$ cat src/rtl/intt_gs_butterfly.sv
// Inverse-NTT Gentleman-Sande butterfly: xout = (x+y) mod P, yout = ((x-y)*w) mod P, Barrett-reduced.
// Five stages, or six with INTT_SCALE_EN (halves both results mod P); output backpressure stalls the whole pipe.
module intt_gs_butterfly #(
    parameter int DW = 12,
    parameter int P  = 3329,
    parameter int MU = 5039
) (
    input  logic          clk,
    input  logic          rst_n,
    input  logic          in_valid,
    output logic          in_ready,
    input  logic [DW-1:0] xin,
    input  logic [DW-1:0] yin,
    input  logic [DW-1:0] wr,
    output logic          out_valid,
    input  logic          out_ready,
    output logic [DW-1:0] xout,
    output logic [DW-1:0] yout,
    output logic          busy
);
    localparam int MW = $clog2(MU + 1);
    localparam int TW = DW + 1 + MW;
    localparam logic [DW-1:0] P_D  = DW'(P);
    localparam logic [DW:0]   P_D1 = (DW+1)'(P);
    localparam logic [DW+1:0] P_D2 = (DW+2)'(P);
    localparam logic [TW-1:0] P_T  = TW'(P);
    localparam logic [TW-1:0] MU_T = TW'(MU);

    logic stall, en, accept;
    assign stall    = out_valid & ~out_ready;
    assign en       = ~stall;
    assign in_ready = ~stall;
    assign accept   = in_valid & in_ready;

    // S1: modular sum and difference of the inputs
    logic [DW:0]   sum_w, dif_w;
    logic [DW-1:0] s_c, d_c;
    assign sum_w = {1'b0, xin} + {1'b0, yin};
    assign dif_w = {1'b0, xin} - {1'b0, yin} + P_D1;
    assign s_c   = DW'((sum_w >= P_D1) ? sum_w - P_D1 : sum_w);
    assign d_c   = DW'((dif_w >= P_D1) ? dif_w - P_D1 : dif_w);

    logic          v1, v2, v3, v4, v5;
    logic [DW-1:0] s1, d1, w1, s2, s3, s4, x5, y5;
    logic [2*DW-1:0] z2;
    logic [DW+1:0] z3, r0_4;
    logic [TW-1:0] t3;

    // z only matters mod 2^(DW+2) once the quotient estimate is formed
    logic [2*DW-1:0] z_c;
    logic [TW-1:0]   t_c;
    logic [DW+1:0]   r0_c, r1_c;
    logic [DW-1:0]   r_c;
    assign z_c  = {{DW{1'b0}}, d1} * {{DW{1'b0}}, w1};
    assign t_c  = {{MW{1'b0}}, z2[2*DW-1:DW-1]} * MU_T;
    assign r0_c = z3 - (DW+2)'((t3 >> (DW + 1)) * P_T);
    assign r1_c = (r0_4 >= P_D2) ? r0_4 - P_D2 : r0_4;
    assign r_c  = DW'((r1_c >= P_D2) ? r1_c - P_D2 : r1_c);

    always_ff @(posedge clk or negedge rst_n) begin
        if (!rst_n) begin
            {v1, v2, v3, v4, v5} <= '0;
            s1 <= '0; d1 <= '0; w1 <= '0;
            s2 <= '0; z2 <= '0;
            s3 <= '0; z3 <= '0; t3 <= '0;
            s4 <= '0; r0_4 <= '0;
            x5 <= '0; y5 <= '0;
        end else if (en) begin
            v1 <= accept;
            s1 <= s_c;
            d1 <= d_c;
            w1 <= wr;
            v2 <= v1;
            s2 <= s1;
            z2 <= z_c;
            v3 <= v2;
            s3 <= s2;
            z3 <= z2[DW+1:0];
            t3 <= t_c;
            v4 <= v3;
            s4 <= s3;
            r0_4 <= r0_c;
            v5 <= v4;
            x5 <= s4;
            y5 <= r_c;
        end
    end

`ifdef INTT_SCALE_EN
    function automatic logic [DW-1:0] half_mod(input logic [DW-1:0] v);
        logic [DW:0] h;
        h = {1'b0, v} + (v[0] ? {1'b0, P_D} : '0);
        return DW'(h >> 1);
    endfunction

    logic          v6;
    logic [DW-1:0] x6, y6;
    always_ff @(posedge clk or negedge rst_n) begin
        if (!rst_n) begin
            v6 <= 1'b0;
            x6 <= '0;
            y6 <= '0;
        end else if (en) begin
            v6 <= v5;
            x6 <= half_mod(x5);
            y6 <= half_mod(y5);
        end
    end
    assign out_valid = v6;
    assign xout      = x6;
    assign yout      = y6;
    assign busy      = v1 | v2 | v3 | v4 | v5 | v6;
`else
    assign out_valid = v5;
    assign xout      = x5;
    assign yout      = y5;
    assign busy      = v1 | v2 | v3 | v4 | v5;
`endif
endmodule

$ cat config.mk
export PLATFORM = sky130hd
export DESIGN_NAME = intt_gs_butterfly
export DESIGN_NICKNAME = d
export VERILOG_FILES = /design/src/rtl/intt_gs_butterfly.sv
export SDC_FILE = /design/constraint.sdc
export NUM_CORES = 1
export LEC_CHECK = 0
export CAP_MARGIN = 5
export CORE_UTILIZATION = 25
export CTS_CLUSTER_DIAMETER = 60
export DETAILED_ROUTE_END_ITERATION = 7
export PLACE_DENSITY = 0.46
export SLEW_MARGIN = 20
export SYNTH_ARGS = -nofsm -noshare
export SYNTH_HDL_FRONTEND = slang
export SYNTH_SLANG_ARGS = --single-unit
$ cat constraint.sdc
create_clock -name clk -period 9 [get_ports clk]
set_input_delay 1.8 -clock clk [delete_from_list [all_inputs] [get_ports clk]]
set_output_delay 1.8 -clock clk [all_outputs]
set_load 0.02 [all_outputs]
After elaboration in Yosys (flattened, before gate mapping):

Cells that the tools add are included.

* register bits: 179
* bits of input ports: 40
* output and inout bits: 27
* logic and storage cells: 44

* add/subtract/negate cells: 8
* multipliers: 3
* $lt $le $gt $ge: 4
* muxes and demuxes: 4
* bitwise operators: 8

Operators by type and width (count)
* 12-bit 2-to-1 mux: 3
* 12-bit subtractor (second input constant): 3
* 14-bit by 12-bit >= comparator with 1-bit output (second input constant): 2
* 13-bit by 12-bit >= comparator with 1-bit output (second input constant): 2
* 13-bit by 13-bit multiplier with 26-bit output (second input constant): 1
* 12-bit by 12-bit multiplier with 24-bit output: 1
* 13-bit by 12-bit multiplier with 14-bit output (second input constant): 1
* 14-bit 2-to-1 mux: 1
* 14-bit by 12-bit subtractor with 14-bit output (second input constant): 1
* 14-bit subtractor: 1
* 12-bit by 12-bit adder with 13-bit output: 1
* 13-bit by 12-bit adder with 13-bit output (second input constant): 1
* 12-bit by 12-bit subtractor with 13-bit output: 1
* 1-bit OR: 4
* 1-bit AND: 2
* 1-bit inverter: 2

Logic depth before layout (Yosys ltp):

* depth in word-level cells: 4
* gate-level depth with buffers: 22
* depth with buffers taken out: 21

Worst setup path before layout:

No wires, ideal clock.

* path kind: reg2reg
* start: register w1[5]
* end: register z2[23]
* setup time: 0.126 ns
* arrival time: 5.356 ns
* data required time: 8.874 ns
* slack: 3.518 ns
* cell stages (with the launch flop): 20
* buffers on the path: 1
* period minus slack after synthesis: 5.482 ns
* cell sequence: dfrtp_1 > clkbuf_1 > nand2_1 > fa_1 > inv_1 > fa_1 > fa_1 > fa_1 > inv_1 > fa_1 > inv_1 > ha_1 > or2_2 > a21oi_1 > a31oi_1 > a41o_1 > o21a_1 > o21ai_0 > a21oi_1 > a311o_1

* cells in the longest elaborated chain, start to end: 1

Ends and longest elaborated chain
* start, declared: line 44 `logic [DW-1:0] s1, d1, w1, s2, s3, s4, x5, y5;`
* start signal, assigned: line 72 `w1 <= wr;`
* 12-bit by 12-bit multiplier with 24-bit output: line 54 `assign z_c = {{DW{1'b0}}, d1} * {{DW{1'b0}}, w1};`
* end signal, assigned: line 75 `z2 <= z_c;`
* end, declared: line 45 `logic [2*DW-1:0] z2;`

No other way between the ends.
A chain may end at the register's enable or synchronous reset.

Worst setup path after layout:

* start: register d1[9]
* end: register z2[23]

* cells in the longest elaborated chain, start to end: 1

Ends and longest elaborated chain
* start, declared: line 44
* start signal, assigned: line 63 `s1 <= '0; d1 <= '0; w1 <= '0;`
* start signal, assigned: line 71 `d1 <= d_c;`
* 12-bit by 12-bit multiplier with 24-bit output: line 54

No other way between the ends.

==> impl_metrics.csv <==
group,metric,value,unit
timing,min_period,6.093,ns
timing,tns,0,ns
critical_path,critPathMostFrequentCell,"fa_1",
synthesis,netlist_area,17790,um2
synthesis,synth.distinct_cells,75,
synthesis,synthTopCellsByArea,"dfrtp_1, fa_1, ha_1",
timing,period_share,67.70,%
global_routing,grt_pass1_wl,73.31,mm
placed_design,hpwl,34.22,mm
route,firstDrtPassIters,5,
clock_tree,htreeDepth,4,
floorplanning,placementRows,97,
layout,fin_area,20010,um2
synthesis,synth.most_common_cell,"nand2_1",
timing,finalMaxSlewViolations,0,
global_routing,grt_overflow_total,0,
layout,antenna_cells,0,
synthesis,yosysSeqAreaShare,23.34,%
flow_run,cap_violations,0,
critical_path,cp-end-kind,"flip-flop",
placed_design,io_buffers,66,
clock_tree,cts.repair.resized,0,
clock_tree,cts_max_path_buffers,2,
route,vias,13408,
run_status,status,"completed",
clock_tree,root_buffer,"clkbuf_16",
critical_path,worst-setup-path-type,"flip-flop to flip-flop",
timing,worst_slew_pin_slew,0.9211,ns
synthesis,synth_common_cells,"nand2_1, inv_1, ha_1",
floorplanning,dieArea,72250,um2
clock_tree,cts.clk_slew.worst_paths,0.07,ns
synthesis,synthFlopType,"dfrtp_1",
layout,seqCellArea,4154,um2
critical_path,slowest_stage,"dfrtp_1",
critical_path,crit_fanout,13,
clock_tree,ctsHoldBuffers,0,
synthesis,postSynthCellCount,2042,
route,wire_per_inst,14.66,um
clock_tree,cts_sinks,166,
placed_design,place.gp.congestion,0.8099,
floorplanning,core,70270,um2
layout,fillers,7491,
critical_path,cp-start-kind,"flip-flop",
global_routing,grt_max_degree,91,
clock_tree,post_cts_buffers,0,
critical_path,path_buf_inv,3,
synthesis,async_reset_ff_share,100.0,%
route,viasPerCell,4.459,
layout,areaGrowthSynthToFinish,12.44,%
timing,worst_hold_slack,0.4678,ns
timing,report.final.hold_viol_count,0,
synthesis,synth_top_area_share,23.34,%
critical_path,slowest_delay,0.81,ns
timing,clock_skew,0.008801,ns
layout,multi_input_area,12110,um2
floorplanning,fp.dieW,268.8,um
route,drc,0,
synthesis,synth-seq-cells,166,
global_routing,grt_pass1_vias,13684,
floorplanning,die_y,268.8,um
global_routing,grt_usage,12.99,%
route,initialDrtViolationCount,724,
timing,rsz0062_at_grt,"no",
timing,relSlewSlack,38.36,%
clock_tree,cts_buffers,17,
timing,clock.fmax,0.1641,GHz
floorplanning,initial_core_util,25.32,%
synthesis,synth_edf_count,0,
synthesis,avgSynthCellArea,8.714,um2
synthesis,synth_warnings,0,
floorplanning,ios,67,
global_routing,antenna_found_initial,0,
timing,setup_viol_count_final,0,
clock_tree,clock_latency,0.49,ns
critical_path,path_cells,"nand2_1, fa_1, inv_1, fa_1, fa_1, fa_1, inv_1, fa_1, inv_1, ha_1, or2_2, a21oi_1, a31oi_1, a41o_1, o21a_1, o21ai_0, a21oi_1, a311o_1",
critical_path,path_delay_family,"adder cells",
layout,nets,2499,
min_path,hp-class,"flip-flop to flip-flop",
route,drt_wl_total,44.09,mm
critical_path,arrival,6.46,ns
clock_tree,cts_tree,"yes",
placed_design,dpl-instance-area,19370,um2
route,antenna_left,0,
synthesis,synth_top_area_cell,"dfrtp_1",
synthesis,synth_fp_nets,2487,
critical_path,required,9.37,ns
layout,drive_above_1_share,2.903,%
==> routing by layer <==
layer  vias up  part of all wire, %  global-route usage (%)
li1       6595                    -                       -
met1      6587                   49                   17.88
met2       194                   46                   20.72
met3        32                  3.5                   2.429
met4         0                  1.5                   3.563
met5         -                    0                       0
==> cells in the final DEF, fill, tap and decap left out, drive strengths merged, types with 10 or more instances in the layout <==
master	n
a211oi	11
a21o	13
a21oi	96
a31oi	11
and2	61
clkbuf	17
clkdlybuf4s50	65
dfrtp	166
fa	172
ha	233
inv	329
nand2	396
nand2b	10
nand3	30
nor2	80
nor2b	12
nor3	38
o211ai	14
o21ai	71
o31ai	10
xnor2	60
xor2	31
==> final timing paths <==
kind / end / slack (ns) / startpoint / cells past startpoint
worst min-delay path: xout[10]$_DFFE_PN0N_ / 0.47 / xout[10]$_DFFE_PN0N_ / 2
worst min register to register: xout[10]$_DFFE_PN0N_ / 0.47 / xout[10]$_DFFE_PN0N_ / 2
worst max-delay path: z2[23]$_DFFE_PN0N_ / 2.91 / d1[9]$_DFFE_PN0N_ / 18
max in group asynchronous: yout[10]$_DFFE_PN0N_ / 6.30 / rst_n / 2
min in group asynchronous: r0_4[12]$_DFFE_PN0N_ / 1.38 / rst_n / 1
worst max register to register: z2[23]$_DFFE_PN0N_ / 2.91 / d1[9]$_DFFE_PN0N_ / 18
==> cell type report <==
| cell class | count | share of cell area, % |
|---|---|---|
| multi-input combinational | 1473 | 60.51 |
| sequential | 166 | 20.76 |
| clock inverter | 15 | 1.032 |
| timing repair buffer | 74 | 3.627 |
| inverter | 322 | 6.066 |
| tap | 940 | 5.878 |
| clock buffer | 17 | 2.126 |
==> flip-flops by register name, summed over array words and instances, names as in the netlist, 12 cells and up <==
register	flops
d1	12
r0_4	14
s1	12
s2	12
s3	12
s4	12
t3	13
w1	12
xout	12
yout	12
z2	24
z3	14
==> logic make-up (layout without fill, tap and decap cells) <==
logic type | after synthesis | after routing | share of synthesized area (%)
buffers and inverters | 403 | 428 | 8.698
flip-flops | 166 | 166 | 23.34
AND/OR/NAND/NOR | 696 | 696 | 17.82
XOR/XNOR | 91 | 91 | 4.479
multiplexers | 2 | 2 | 0.1125
AO/OA/AOI/OAI | 279 | 279 | 9.816
adder cells (fa/ha/maj) | 405 | 405 | 35.73
==> worst min-delay path: cells and delay by family (launching register included) <==
kind	cells	cell delay [ns]
DFF	1	0.35
and+or+nand+nor	2	0.09
==> metrics by stage <==
step           utilization (%)  cells  setup slack (ns)
2_1_floorplan                -   2042             3.518
3_3_place_gp             27.56   2975             2.705
3_5_place_dp             27.56   2975             2.646
4_1_cts                  28.46   3007             2.915
5_1_grt                  28.47   3007             2.574
6_report                 28.47   3007             2.907
Power is not shown: default switching activity piles up to over one toggle a cycle in this logic, so the estimate is an artifact.
